## src/rtl/ss_seq_pkg.sv

```systemverilog
// Shared types and helpers for the iteration sequencer: FSM state, completion status, width helper.
package ss_seq_pkg;

  typedef enum logic [1:0] {
    IDLE = 2'b00,
    LOAD = 2'b01,
    REQ  = 2'b10,
    DONE = 2'b11
  } ss_seq_state_e;

  typedef enum logic [1:0] {
    ST_OK    = 2'b00,
    ST_TMO   = 2'b01,
    ST_ABORT = 2'b10
  } ss_seq_status_e;

  // Width for a counter holding 0..v-1, never narrower than one bit.
  function automatic int unsigned min1_clog2(input int unsigned v);
    return ($clog2(v) > 0) ? $clog2(v) : 1;
  endfunction

endpackage

```

## src/rtl/ss_iter_sequencer_if.sv

```systemverilog
// Start/abort/step handshake bundle between the sequencer and its datapath/control environment.
interface ss_iter_sequencer_if
  import ss_seq_pkg::*;
#(
  parameter int unsigned IDX_W = 5
);

  logic           i_start;
  logic           i_abort;
  logic           i_step_ack;
  logic           o_load;
  logic           o_step_req;
  logic [IDX_W-1:0] o_iter_idx;
  logic           o_busy;
  logic           o_done;
  ss_seq_status_e o_status;

  // Sequencer side.
  modport master (
    input  i_start,
    input  i_abort,
    input  i_step_ack,
    output o_load,
    output o_step_req,
    output o_iter_idx,
    output o_busy,
    output o_done,
    output o_status
  );

  // Environment side: start detector, abort source and iterative datapath.
  modport slave (
    output i_start,
    output i_abort,
    output i_step_ack,
    input  o_load,
    input  o_step_req,
    input  o_iter_idx,
    input  o_busy,
    input  o_done,
    input  o_status
  );

endinterface

```

## src/rtl/ss_step_watchdog.sv

```systemverilog
// Per-step wait counter: flags expiry when the step has waited TIMEOUT_CYC cycles without ack.
module ss_step_watchdog #(
  parameter int unsigned TIMEOUT_CYC = 255,
  parameter int unsigned TMO_W       = 8
) (
  input  logic i_clk,
  input  logic i_rst_n,
  input  logic i_clr,
  input  logic i_en,
  output logic o_expired
);

  if (TIMEOUT_CYC == 0) begin : g_off
    logic unused_inputs;
    assign unused_inputs = ^{i_clk, i_rst_n, i_clr, i_en};
    assign o_expired     = 1'b0;
  end else begin : g_on
    localparam logic [TMO_W-1:0] LastCnt = TMO_W'(TIMEOUT_CYC - 1);

    logic [TMO_W-1:0] cnt_q;

    always_ff @(posedge i_clk or negedge i_rst_n) begin
      if (!i_rst_n) begin
        cnt_q <= '0;
      end else if (i_clr) begin
        cnt_q <= '0;
      end else if (i_en && (cnt_q != LastCnt)) begin
        cnt_q <= cnt_q + 1'b1;
      end
    end

    // Expiry is flagged in the cycle whose closing edge would be the TIMEOUT_CYC-th unacked one.
    assign o_expired = i_en && (cnt_q == LastCnt);
  end

endmodule

```

## src/rtl/ss_iter_sequencer.sv

```systemverilog
// Runs NUM_ITER req/ack datapath steps per start, with per-step watchdog, abort and latched status.
module ss_iter_sequencer
  import ss_seq_pkg::*;
#(
  parameter int unsigned NUM_ITER    = 24,
  parameter int unsigned TIMEOUT_CYC = 255,
  parameter int unsigned IDX_W       = min1_clog2(NUM_ITER),
  parameter int unsigned TMO_W       = min1_clog2(TIMEOUT_CYC + 1)
) (
  input logic                 i_clk,
  input logic                 i_rst_n,
  ss_iter_sequencer_if.master bus
);

  localparam logic [IDX_W-1:0] LastIdx = IDX_W'(NUM_ITER - 1);

  ss_seq_state_e    state_q;
  logic [IDX_W-1:0] idx_q;
  ss_seq_status_e   status_q;
  logic             wdg_clr;
  logic             wdg_en;
  logic             wdg_expired;

  // Counter restarts on every ack and is held at zero outside REQ, so REQ entry starts fresh.
  assign wdg_en  = (state_q == REQ);
  assign wdg_clr = (state_q != REQ) || bus.i_step_ack;

  ss_step_watchdog #(
    .TIMEOUT_CYC (TIMEOUT_CYC),
    .TMO_W       (TMO_W)
  ) u_watchdog (
    .i_clk     (i_clk),
    .i_rst_n   (i_rst_n),
    .i_clr     (wdg_clr),
    .i_en      (wdg_en),
    .o_expired (wdg_expired)
  );

  always_ff @(posedge i_clk or negedge i_rst_n) begin
    if (!i_rst_n) begin
      state_q  <= IDLE;
      idx_q    <= '0;
      status_q <= ST_OK;
    end else begin
      unique case (state_q)
        IDLE: begin
          if (bus.i_start) begin
            state_q  <= LOAD;
            idx_q    <= '0;
            status_q <= ST_OK;
          end
        end
        LOAD: begin
          if (bus.i_abort) begin
            state_q  <= DONE;
            status_q <= ST_ABORT;
          end else begin
            state_q <= REQ;
          end
        end
        REQ: begin
          // Priority: abort, then ack, then watchdog expiry.
          if (bus.i_abort) begin
            state_q  <= DONE;
            status_q <= ST_ABORT;
          end else if (bus.i_step_ack) begin
            if (idx_q == LastIdx) begin
              state_q  <= DONE;
              status_q <= ST_OK;
            end else begin
              idx_q <= idx_q + 1'b1;
            end
          end else if (wdg_expired) begin
            state_q  <= DONE;
            status_q <= ST_TMO;
          end
        end
        DONE: begin
          state_q <= IDLE;
        end
        default: begin
          state_q <= IDLE;
        end
      endcase
    end
  end

  // Outputs decode the state register directly; no input reaches an output combinationally.
  assign bus.o_load     = (state_q == LOAD);
  assign bus.o_step_req = (state_q == REQ);
  assign bus.o_busy     = (state_q != IDLE);
  assign bus.o_done     = (state_q == DONE);
  assign bus.o_iter_idx = idx_q;
  assign bus.o_status   = status_q;

endmodule

```

## src/flat_wrapper.sv

```systemverilog
// flat-port wrapper written by rule: the top's interface ports become plain ports
module ss_iter_sequencer_flat import ss_seq_pkg::*;
#(
  parameter int unsigned NUM_ITER    = 24,
  parameter int unsigned TIMEOUT_CYC = 255,
  parameter int unsigned IDX_W       = min1_clog2(NUM_ITER),
  parameter int unsigned TMO_W       = min1_clog2(TIMEOUT_CYC + 1)
)
  (i_clk, i_rst_n, bus_i_start, bus_i_abort, bus_i_step_ack, bus_o_load, bus_o_step_req, bus_o_iter_idx, bus_o_busy, bus_o_done, bus_o_status);
  ss_iter_sequencer_if #(.IDX_W(IDX_W)) bus_i ();
  input logic i_clk;
  input logic i_rst_n;
  input wire logic [$bits(bus_i.i_start)-1:0] bus_i_start;
  input wire logic [$bits(bus_i.i_abort)-1:0] bus_i_abort;
  input wire logic [$bits(bus_i.i_step_ack)-1:0] bus_i_step_ack;
  output wire logic [$bits(bus_i.o_load)-1:0] bus_o_load;
  output wire logic [$bits(bus_i.o_step_req)-1:0] bus_o_step_req;
  output wire logic [$bits(bus_i.o_iter_idx)-1:0] bus_o_iter_idx;
  output wire logic [$bits(bus_i.o_busy)-1:0] bus_o_busy;
  output wire logic [$bits(bus_i.o_done)-1:0] bus_o_done;
  output wire logic [$bits(bus_i.o_status)-1:0] bus_o_status;
  assign bus_i.i_start = bus_i_start;
  assign bus_i.i_abort = bus_i_abort;
  assign bus_i.i_step_ack = bus_i_step_ack;
  assign bus_o_load = bus_i.o_load;
  assign bus_o_step_req = bus_i.o_step_req;
  assign bus_o_iter_idx = bus_i.o_iter_idx;
  assign bus_o_busy = bus_i.o_busy;
  assign bus_o_done = bus_i.o_done;
  assign bus_o_status = bus_i.o_status;
  ss_iter_sequencer #(.NUM_ITER(NUM_ITER), .TIMEOUT_CYC(TIMEOUT_CYC), .IDX_W(IDX_W), .TMO_W(TMO_W)) u_core (.i_clk(i_clk), .i_rst_n(i_rst_n), .bus(bus_i));
endmodule
```

## config.mk

```make
export PLATFORM = sky130hd
export DESIGN_NAME = ss_iter_sequencer_flat
export DESIGN_NICKNAME = d
export VERILOG_FILES = /design/src/rtl/ss_seq_pkg.sv /design/src/rtl/ss_iter_sequencer_if.sv /design/src/rtl/ss_step_watchdog.sv /design/src/rtl/ss_iter_sequencer.sv /design/src/flat_wrapper.sv
export SDC_FILE = /design/constraint.sdc
export NUM_CORES = 1
export LEC_CHECK = 0
export BUFFER_PORTS_ARGS = -buffer_cell sky130_fd_sc_hd__buf_4
export CORE_ASPECT_RATIO = 1.2
export CORE_MARGIN = 4
export CORE_UTILIZATION = 30
export CTS_CLUSTER_SIZE = 10
export DETAILED_ROUTE_END_ITERATION = 8
export SETUP_SLACK_MARGIN = 0.02
export SYNTH_ARGS = -nofsm -noshare
export SYNTH_HDL_FRONTEND = slang
export SYNTH_SLANG_ARGS = --single-unit
```

## constraint.sdc

```tcl
create_clock -name i_clk -period 2.45 [get_ports i_clk]
set_clock_uncertainty 0.05 [all_clocks]
set_input_delay 0.49 -clock i_clk [delete_from_list [all_inputs] [get_ports i_clk]]
set_output_delay 0.49 -clock i_clk [all_outputs]
set_load 0.05 [all_outputs]
```

==> flow_summary.html, run 1 <==
<table>
<tr><th>Metric</th><th>Value</th></tr>
<tr><th colspan="2">Die</th></tr>
<tr><td>Chip Height</td><td>72.2 um</td></tr>
<tr><td>Cell row count</td><td>23</td></tr>
<tr><td>Width of the chip</td><td>61.5 um</td></tr>
<tr><td>Initial cell density of the core</td><td>30.9%</td></tr>
<tr><td>Die area</td><td>0.00444 mm2</td></tr>
<tr><td>Core area</td><td>0.00334 mm2</td></tr>
<tr><td>IO Pins</td><td>16</td></tr>
<tr><th colspan="2">Setup path</th></tr>
<tr><td>Setup crit end kind</td><td>flip-flop</td></tr>
<tr><td>Data arrival, critical path</td><td>2.14 ns</td></tr>
<tr><td>WS Path Type</td><td>reg -&gt; reg</td></tr>
<tr><td>Startpoint class of the critical path</td><td>flip-flop</td></tr>
<tr><td>Critical path data required time</td><td>2.58 ns</td></tr>
<tr><td>Critical path fanouts, max</td><td>9</td></tr>
<tr><th colspan="2">Routing</th></tr>
<tr><td>DR top layer</td><td>met4</td></tr>
<tr><td>DRC viols</td><td>0</td></tr>
<tr><td>1st-iter DRT viols</td><td>68</td></tr>
<tr><td>Met3 wire len</td><td>83 um</td></tr>
<tr><td>Routed length per placed instance</td><td>13.5 um</td></tr>
<tr><td>Via count of the routed design</td><td>841</td></tr>
<tr><td>DRT met1 WL</td><td>923 um</td></tr>
<tr><td>Number of iterations in the first detailed-routing pass</td><td>4</td></tr>
<tr><td>Routed via count divided by cell count</td><td>5.32</td></tr>
<tr><td>Final ANT Viol Nets</td><td>0</td></tr>
<tr><td>DRT Wirelength</td><td>2140 um</td></tr>
<tr><td>Met2 WL post-DR</td><td>1110 um</td></tr>
<tr><th colspan="2">Timing</th></tr>
<tr><td>Final sum of negative setup slack</td><td>0 ns</td></tr>
<tr><td>Worst hold slack across all endpoints</td><td>0.0405 ns</td></tr>
<tr><td>Setup repair after global routing missed its margin</td><td>no</td></tr>
<tr><td>Fmax</td><td>497 MHz</td></tr>
<tr><td>Number of max-slew violations in the final report</td><td>0</td></tr>
<tr><td>Number of endpoints with negative hold slack in the final report</td><td>0</td></tr>
<tr><td>Final setup violation count</td><td>0</td></tr>
<tr><td>Ratio of final minimum period to clock period</td><td>82.1%</td></tr>
<tr><td>Tmin final</td><td>2.01 ns</td></tr>
<tr><td>Worst max-slew margin expressed relative to the limit</td><td>58.5%</td></tr>
<tr><td>Worst Tran Pin Value</td><td>0.620 ns</td></tr>
<tr><th colspan="2">Global routing</th></tr>
<tr><td>Via count of the first global-routing pass</td><td>861</td></tr>
<tr><td>Global routing usage summed across all routing layers</td><td>11.2%</td></tr>
<tr><td>Wire length of the first global-routing pass</td><td>3820 um</td></tr>
<tr><td>Remaining global-route overflow</td><td>0</td></tr>
<tr><td>Antenna violations before repair</td><td>0</td></tr>
<tr><td>Maximum number of pins on one net before global-route repair</td><td>18</td></tr>
<tr><th colspan="2">Synth</th></tr>
<tr><td>Flip-flop and latch count after synthesis</td><td>17</td></tr>
<tr><td>Mapped cell area</td><td>0.00103 mm2</td></tr>
<tr><td>Average cell area after synthesis</td><td>9.91 um2</td></tr>
<tr><td>Total number of yosys warnings</td><td>0</td></tr>
<tr><td>Syn Nets</td><td>117</td></tr>
<tr><td>Number of instances in the synthesized netlist</td><td>104</td></tr>
<tr><td>Sequential cell area fraction in the yosys report</td><td>41.3%</td></tr>
<tr><td>Netlist cell types</td><td>34</td></tr>
<tr><th colspan="2">Clock tree</th></tr>
<tr><td>Buffers inserted by post-CTS timing repair</td><td>0</td></tr>
<tr><td>Clock buffer depth</td><td>2</td></tr>
<tr><td>Clock buffer count from CTS</td><td>3</td></tr>
<tr><td>Clock tree from TritonCTS</td><td>built</td></tr>
<tr><td>Post-cts repair resize count</td><td>0</td></tr>
<tr><td>Clock tree root buffer cell</td><td>sky130_fd_sc_hd__clkbuf_8</td></tr>
<tr><td>Hold-fix buffers at CTS</td><td>0</td></tr>
<tr><td>Worst-skew pair later-pin latency</td><td>0.25 ns</td></tr>
<tr><td>Clock H-tree levels</td><td>1</td></tr>
<tr><td>Clock sink count</td><td>17</td></tr>
<tr><td>Clock slew seen by the registers of the worst setup and hold paths</td><td>0.07 ns</td></tr>
<tr><th colspan="2">Power</th></tr>
<tr><td>Total power per unit cell area</td><td>1030 mW/mm2</td></tr>
<tr><td>Static Leakage</td><td>0.535 nW</td></tr>
<tr><td>Overall power of the completed layout</td><td>0.00126 W</td></tr>
<tr><td>Worst IR Drop VDD</td><td>0.608 mV</td></tr>
<tr><th colspan="2">Layout</th></tr>
<tr><td>Final-stage net count</td><td>135</td></tr>
<tr><td>Most used cells in the layout excluding fill and tap cells</td><td>sky130_fd_sc_hd__dfrtp_1 (17), sky130_fd_sc_hd__buf_4 (15), sky130_fd_sc_hd__inv_1 (8), sky130_fd_sc_hd__nor2_1 (8), sky130_fd_sc_hd__ha_1 (8)</td></tr>
<tr><td>Final standard cell utilization of the core</td><td>36.8%</td></tr>
<tr><td>Fraction of layout cells with a size suffix above 1</td><td>18.2%</td></tr>
<tr><td>Antenna cell count</td><td>0</td></tr>
<tr><td>Relative area change from synthesis to final layout</td><td>19.1%</td></tr>
<tr><td>Post-layout instance count excluding filler cells</td><td>158</td></tr>
<tr><td>Commonest non-fill, non-tap cell in the layout</td><td>sky130_fd_sc_hd__dfrtp_1</td></tr>
<tr><th colspan="2">Placed design</th></tr>
<tr><td>Placer Congestion</td><td>0.749</td></tr>
<tr><td>Number of buffer cells added on primary ports</td><td>15</td></tr>
<tr><td>Final HPWL from detailed placement</td><td>1610 um</td></tr>
<tr><td>Placed Cells</td><td>154</td></tr>
<tr><th colspan="2">Min path</th></tr>
<tr><td>Worst min-delay path class</td><td>in -&gt; async</td></tr>
<tr><th colspan="2">Status</th></tr>
<tr><td>Result of the run</td><td>finished, final reports clean</td></tr>
<tr><th colspan="2">Run</th></tr>
<tr><td>Max cap viols</td><td>0</td></tr>
</table>
-- registers in the layout, indices dropped and copies added, names as in the netlist --
name / cells
u_core.bus.o_iter_idx: 5
u_core.bus.o_status: 2
u_core.state_q: 2
u_core.u_watchdog.g_on.cnt_q: 8
-- metal layers --
metal  vias to the layer above  track usage (%)
met3                         4             3.74
met5                         -                0
li1                        416                -
met2                         9             18.6
met1                       412             13.6
met4                         0             2.83
-- where the power goes --
part	switching (W)	internal [W]	leakage, nW
Sequential	0.0000447	0.000327	0.231
Clock	0.0000935	0.000115	0.0228
Combinational	0.000445	0.000237	0.282
Total	0.000583	0.000679	0.535
-- critical path, cell delays in order, from the launching register on --
cell and delay, ns:
sky130_fd_sc_hd__dfrtp_1 0.40, sky130_fd_sc_hd__inv_1 0.15, sky130_fd_sc_hd__ha_1 0.33, sky130_fd_sc_hd__and3b_4 0.27, sky130_fd_sc_hd__a22oi_4 0.08, sky130_fd_sc_hd__or4_1 0.48, sky130_fd_sc_hd__a21oi_1 0.16
-- worst paths after layout --
check,startpoint,to,slack (ns),cells after the start
worst max-delay path,u_core.state_q[0]$_DFFE_PN0P_,u_core.bus.o_iter_idx[3]$_DFFE_PN0P_,0.44,6
min in group i_clk,u_core.bus.o_status[1]$_DFFE_PN0P_,u_core.bus.o_status[1]$_DFFE_PN0P_,0.46,1
worst min register to register,u_core.bus.o_status[1]$_DFFE_PN0P_,u_core.bus.o_status[1]$_DFFE_PN0P_,0.46,1
worst min-delay path,i_rst_n,u_core.state_q[0]$_DFFE_PN0P_,0.04,1
max in group asynchronous,i_rst_n,u_core.u_watchdog.g_on.cnt_q[0]$_DFFE_PN0P_,2.11,1
worst max register to register,u_core.state_q[0]$_DFFE_PN0P_,u_core.bus.o_iter_idx[3]$_DFFE_PN0P_,0.44,6
-- cells by family (layout without fill, tap and decap cells) --
| group | Yosys count | in the layout | synth area share [%] |
|---|---|---|---|
| xor gates and xnor gates | 6 | 6 | 5.10 |
| muxes | 2 | 2 | 2.06 |
| buffers and inverters | 10 | 27 | 3.64 |
| DFF | 17 | 17 | 41.3 |
| adders and majority gates | 8 | 8 | 9.71 |
| AOI/OAI and AO/OA | 26 | 26 | 19.4 |
| and+or+nand+nor | 35 | 35 | 18.8 |
-- layout make-up --
type	instances	area (um2)
Tap cell	37	46.3
Sequential cell	17	425
Clock buffer	4	45.0
Inverter	8	30.0
Multi-Input combinational cell	77	568
Timing Repair Buffer	15	113
Fill cell	341	2110
-- Yosys cell counts, drive strengths merged --
| cell type | instances | area, um2 |
|---|---|---|
| nand2b | 2 | 12.5 |
| or2b | 1 | 7.51 |
| nor3b | 2 | 15.0 |
| o41ai | 1 | 8.76 |
| o2111ai | 3 | 26.3 |
| nand4b | 1 | 8.76 |
| nand3 | 6 | 30.0 |
| o31ai | 4 | 30.0 |
| a211oi | 1 | 7.51 |
| a21oi | 5 | 25.0 |
| a2111oi | 1 | 15.0 |
| inv | 8 | 30.0 |
| xor2 | 3 | 26.3 |
| o211ai | 2 | 15.0 |
| or3 | 1 | 6.26 |
| o21ai | 5 | 25.0 |
| mux2i | 1 | 10.0 |
| clkbuf | 2 | 7.51 |
| a22oi | 1 | 21.3 |
| a2bb2oi | 1 | 8.76 |
| and3b | 1 | 12.5 |
| mux2 | 1 | 11.3 |
| xnor2 | 3 | 26.3 |
| a211o | 1 | 8.76 |
| dfrtp | 17 | 425 |
| o2bb2ai | 1 | 8.76 |
| and3 | 2 | 12.5 |
| nor3 | 1 | 5.00 |
| or4 | 3 | 22.5 |
| nand4 | 2 | 12.5 |
| nor2 | 8 | 30.0 |
| nand2 | 5 | 18.8 |
| ha | 8 | 100 |
-- per-stage QoR --
step | setup slack, ns | cell area (um2)
2_1_floorplan | 0.251 | 1030
3_3_place_gp | 0.520 | 1180
3_5_place_dp | 0.465 | 1180
4_1_cts | 0.444 | 1230
5_1_grt | 0.260 | 1230
6_report | 0.439 | 1230
Power figures use the tool's default switching activity.
==> run 2, diff against run 1 <==
clock period = 2.1 ns   (was 2.45 ns; I/O delays follow)
==> run 2 against run 1 <==
Against the previous run:
- sequential cell count stayed put
- fmax up 4.3%
- final cell count is 1.3% higher
- sequential share of layout area down 0.76 points
- design area rose by 2.2%
- register-to-register slack worse by 0.27 ns
- routed wire length grew 1.3%
- critical endpoint is now u_core.bus.o_iter_idx[2]$_DFFE_PN0P_
- die area did not move
==> flow_summary.html, run 2 (same netlist as run 1, synthesis figures left out) <==
<table>
<tr><th>Metric</th><th>Value</th></tr>
<tr><th colspan="2">Global routing</th></tr>
<tr><td>Remaining global-route overflow</td><td>0 (unchanged)</td></tr>
<tr><td>Via count of the first global-routing pass</td><td>883 (+2.6%)</td></tr>
<tr><td>Antenna violations before repair</td><td>0 (unchanged)</td></tr>
<tr><td>Wire length of the first global-routing pass</td><td>3800 um (-0.52%)</td></tr>
<tr><td>Global routing usage summed across all routing layers</td><td>11.0% (-0.15 points)</td></tr>
<tr><td>Maximum number of pins on one net before global-route repair</td><td>18 (unchanged)</td></tr>
<tr><th colspan="2">Routing</th></tr>
<tr><td>DRT met1 WL</td><td>994 um (+7.7%)</td></tr>
<tr><td>Via count of the routed design</td><td>856 (+1.8%)</td></tr>
<tr><td>1st-iter DRT viols</td><td>52 (-24%)</td></tr>
<tr><td>Met2 WL post-DR</td><td>1060 um (-4.4%)</td></tr>
<tr><td>Final ANT Viol Nets</td><td>0 (unchanged)</td></tr>
<tr><td>Met3 wire len</td><td>66 um (-20%)</td></tr>
<tr><td>Routed length per placed instance</td><td>13.5 um (about the same)</td></tr>
<tr><td>DRC viols</td><td>0 (unchanged)</td></tr>
<tr><td>DR top layer</td><td>met4</td></tr>
<tr><td>DRT Wirelength</td><td>2170 um (+1.3%)</td></tr>
<tr><td>Number of iterations in the first detailed-routing pass</td><td>4 (unchanged)</td></tr>
<tr><td>Routed via count divided by cell count</td><td>5.35 (+0.51%)</td></tr>
<tr><th colspan="2">Timing</th></tr>
<tr><td>Final setup violation count</td><td>0 (unchanged)</td></tr>
<tr><td>Final sum of negative setup slack</td><td>0 ns (unchanged)</td></tr>
<tr><td>Worst hold slack across all endpoints</td><td>0.429 ns (+0.388 ns)</td></tr>
<tr><td>Number of endpoints with negative hold slack in the final report</td><td>0 (unchanged)</td></tr>
<tr><td>Tmin final</td><td>1.93 ns (-0.0822 ns)</td></tr>
<tr><td>Ratio of final minimum period to clock period</td><td>91.9% (+9.8 points)</td></tr>
<tr><td>Worst max-slew margin expressed relative to the limit</td><td>78.9% (+20 points)</td></tr>
<tr><td>Number of max-slew violations in the final report</td><td>0 (unchanged)</td></tr>
<tr><td>Setup repair after global routing missed its margin</td><td>no</td></tr>
<tr><td>Worst Tran Pin Value</td><td>0.315 ns (-0.305 ns)</td></tr>
<tr><td>Fmax</td><td>518 MHz (+4.3%)</td></tr>
<tr><th colspan="2">Placed design</th></tr>
<tr><td>Final HPWL from detailed placement</td><td>1640 um (+2.0%)</td></tr>
<tr><td>Placed Cells</td><td>155 (+0.65%)</td></tr>
<tr><td>Placer Congestion</td><td>0.749 (about the same)</td></tr>
<tr><td>Number of buffer cells added on primary ports</td><td>15 (unchanged)</td></tr>
<tr><th colspan="2">Power</th></tr>
<tr><td>Total power per unit cell area</td><td>1200 mW/mm2 (+16%)</td></tr>
<tr><td>Static Leakage</td><td>0.542 nW (+1.2%)</td></tr>
<tr><td>Worst IR Drop VDD</td><td>0.821 mV (+35%)</td></tr>
<tr><td>Overall power of the completed layout</td><td>0.00150 W (+19%)</td></tr>
<tr><th colspan="2">Layout</th></tr>
<tr><td>Most flops, register</td><td>u_core.u_watchdog.g_on.cnt_q</td></tr>
<tr><td>Final standard cell utilization of the core</td><td>37.6% (+0.82 points)</td></tr>
<tr><td>Relative area change from synthesis to final layout</td><td>21.7%</td></tr>
<tr><td>Fraction of layout cells with a size suffix above 1</td><td>22.0% (+3.8 points)</td></tr>
<tr><td>Commonest non-fill, non-tap cell in the layout</td><td>sky130_fd_sc_hd__dfrtp_1</td></tr>
<tr><td>Largest register FFs</td><td>8 (unchanged)</td></tr>
<tr><td>Most used cells in the layout excluding fill and tap cells</td><td>sky130_fd_sc_hd__dfrtp_1 (17), sky130_fd_sc_hd__buf_4 (16), sky130_fd_sc_hd__nor2_1 (8)</td></tr>
<tr><td>Post-layout instance count excluding filler cells</td><td>160 (+1.3%)</td></tr>
<tr><td>Antenna cell count</td><td>0 (unchanged)</td></tr>
<tr><td>Final-stage net count</td><td>137 (+1.5%)</td></tr>
<tr><th colspan="2">Die</th></tr>
<tr><td>Cell row count</td><td>23 (unchanged)</td></tr>
<tr><td>IO Pins</td><td>16 (unchanged)</td></tr>
<tr><td>Chip Height</td><td>72.2 um (unchanged)</td></tr>
<tr><td>Core area</td><td>0.00334 mm2 (unchanged)</td></tr>
<tr><td>Initial cell density of the core</td><td>30.9% (unchanged)</td></tr>
<tr><td>Width of the chip</td><td>61.5 um (unchanged)</td></tr>
<tr><td>Die area</td><td>0.00444 mm2 (unchanged)</td></tr>
<tr><th colspan="2">Clock tree</th></tr>
<tr><td>Worst-skew pair later-pin latency</td><td>0.26 ns (about the same)</td></tr>
<tr><td>Clock H-tree levels</td><td>1 (unchanged)</td></tr>
<tr><td>Buffers inserted by post-CTS timing repair</td><td>0 (unchanged)</td></tr>
<tr><td>Clock buffer count from CTS</td><td>3 (unchanged)</td></tr>
<tr><td>Clock sink count</td><td>17 (unchanged)</td></tr>
<tr><td>Clock tree root buffer cell</td><td>sky130_fd_sc_hd__clkbuf_8</td></tr>
<tr><td>Clock buffer depth</td><td>2 (unchanged)</td></tr>
<tr><td>Clock tree from TritonCTS</td><td>built</td></tr>
<tr><td>Clock slew seen by the registers of the worst setup and hold paths</td><td>0.07 ns (about the same)</td></tr>
<tr><th colspan="2">Setup path</th></tr>
<tr><td>WS Path Type</td><td>reg -&gt; reg</td></tr>
<tr><td>Delay of the slowest critical-path stage</td><td>0.49 ns (about the same)</td></tr>
<tr><td>Critical path data required time</td><td>2.24 ns (-0.34 ns)</td></tr>
<tr><td>Largest delay share family, worst path</td><td>simple AND/OR/NAND/NOR gates</td></tr>
<tr><td>Crit path cell chain</td><td>inv_1 -&gt; ha_2 -&gt; and3b_4 -&gt; nand2_1 -&gt; or4_1 -&gt; nand3_1</td></tr>
<tr><td>Startpoint class of the critical path</td><td>flip-flop</td></tr>
<tr><td>Setup crit end kind</td><td>flip-flop</td></tr>
<tr><td>Data arrival, critical path</td><td>2.07 ns (-0.07 ns)</td></tr>
<tr><td>Bufs and invs on worst path</td><td>1 (unchanged)</td></tr>
<tr><td>Cell type of the slowest stage on the worst timing path</td><td>sky130_fd_sc_hd__or4_1</td></tr>
<tr><td>Critical path fanouts, max</td><td>9 (unchanged)</td></tr>
<tr><th colspan="2">Run</th></tr>
<tr><td>Max cap viols</td><td>0 (unchanged)</td></tr>
<tr><th colspan="2">Status</th></tr>
<tr><td>Result of the run</td><td>finished, final reports clean</td></tr>
<tr><th colspan="2">Min path</th></tr>
<tr><td>Worst min-delay path class</td><td>in -&gt; reg</td></tr>
</table>
-- run 2: cell count changes in the layout (fill, tap and decap cells not counted) --
cell	change
sky130_fd_sc_hd__ha_1	-2
sky130_fd_sc_hd__ha_2	+2
sky130_fd_sc_hd__clkinvlp_4	+1
sky130_fd_sc_hd__clkbuf_1	-1
sky130_fd_sc_hd__clkinv_2	+1
sky130_fd_sc_hd__buf_4	+1
sky130_fd_sc_hd__inv_1	-1
sky130_fd_sc_hd__dlygate4sd3_1	+1
-- run 2: worst reg2reg max path, delay by kind of cell, from the launching register on --
kind	cells	cell delay [ns]
DFF	1	0.40
and+or+nand+nor	4	0.98
buffers and inverters	1	0.15
adders and majority gates	1	0.29
-- run 2: report_power, final --
part | leakage [nW] | internal (W) | switching, W
registers | 0.231 | 0.000381 | 0.0000517
logic | 0.285 | 0.000297 | 0.000528
clock network | 0.0255 | 0.000132 | 0.000114
total | 0.542 | 0.000809 | 0.000693
-- run 2: metal layers --
layer,vias to the layer above,GRT usage (%)
met5,-,0
met1,416,14.6
met4,0,5.19
met2,16,17.0
li1,418,-
met3,6,2.14
-- run 2: through the flow --
step | area [um2] | setup slack (ns)
after CTS | 1250 | 0.0891
after global routing | 1250 | 0.0466
after detailed placement | 1200 | 0.181
after floorplan | 1040 | 0.115
after global placement | 1200 | 0.238
final | 1250 | 0.171
-- run 2: cell type report --
cell class | instances | area, um2
Fill cell | 344 | 2080
Multi-Input combinational cell | 77 | 573
Sequential cell | 17 | 425
Timing Repair Buffer | 17 | 130
Tap cell | 37 | 46.3
Clock buffer | 3 | 41.3
Inverter | 8 | 33.8
Clock inverter | 1 | 5.00
-- run 2: final timing paths --
path | from | end | slack [ns] | cells past startpoint
max in group asynchronous | i_rst_n | u_core.u_watchdog.g_on.cnt_q[2]$_DFFE_PN0P_ | 1.28 | 2
hold reg to reg | u_core.bus.o_status[1]$_DFFE_PN0P_ | u_core.bus.o_status[1]$_DFFE_PN0P_ | 0.45 | 1
min in group asynchronous | i_rst_n | u_core.bus.o_iter_idx[2]$_DFFE_PN0P_ | 0.52 | 2
setup / recovery | u_core.state_q[0]$_DFFE_PN0P_ | u_core.bus.o_iter_idx[2]$_DFFE_PN0P_ | 0.17 | 6
hold / removal | bus_i_step_ack | u_core.bus.o_status[0]$_DFFE_PN0P_ | 0.43 | 4
setup reg to reg | u_core.state_q[0]$_DFFE_PN0P_ | u_core.bus.o_iter_idx[2]$_DFFE_PN0P_ | 0.17 | 6
-- run 2: what timing repair did --
item	4_1_cts	5_1_grt
gates resized for setup	0	1
endpoints found under the setup margin	0	1
hold buffers	1	0
endpoints found under the hold margin	17	0
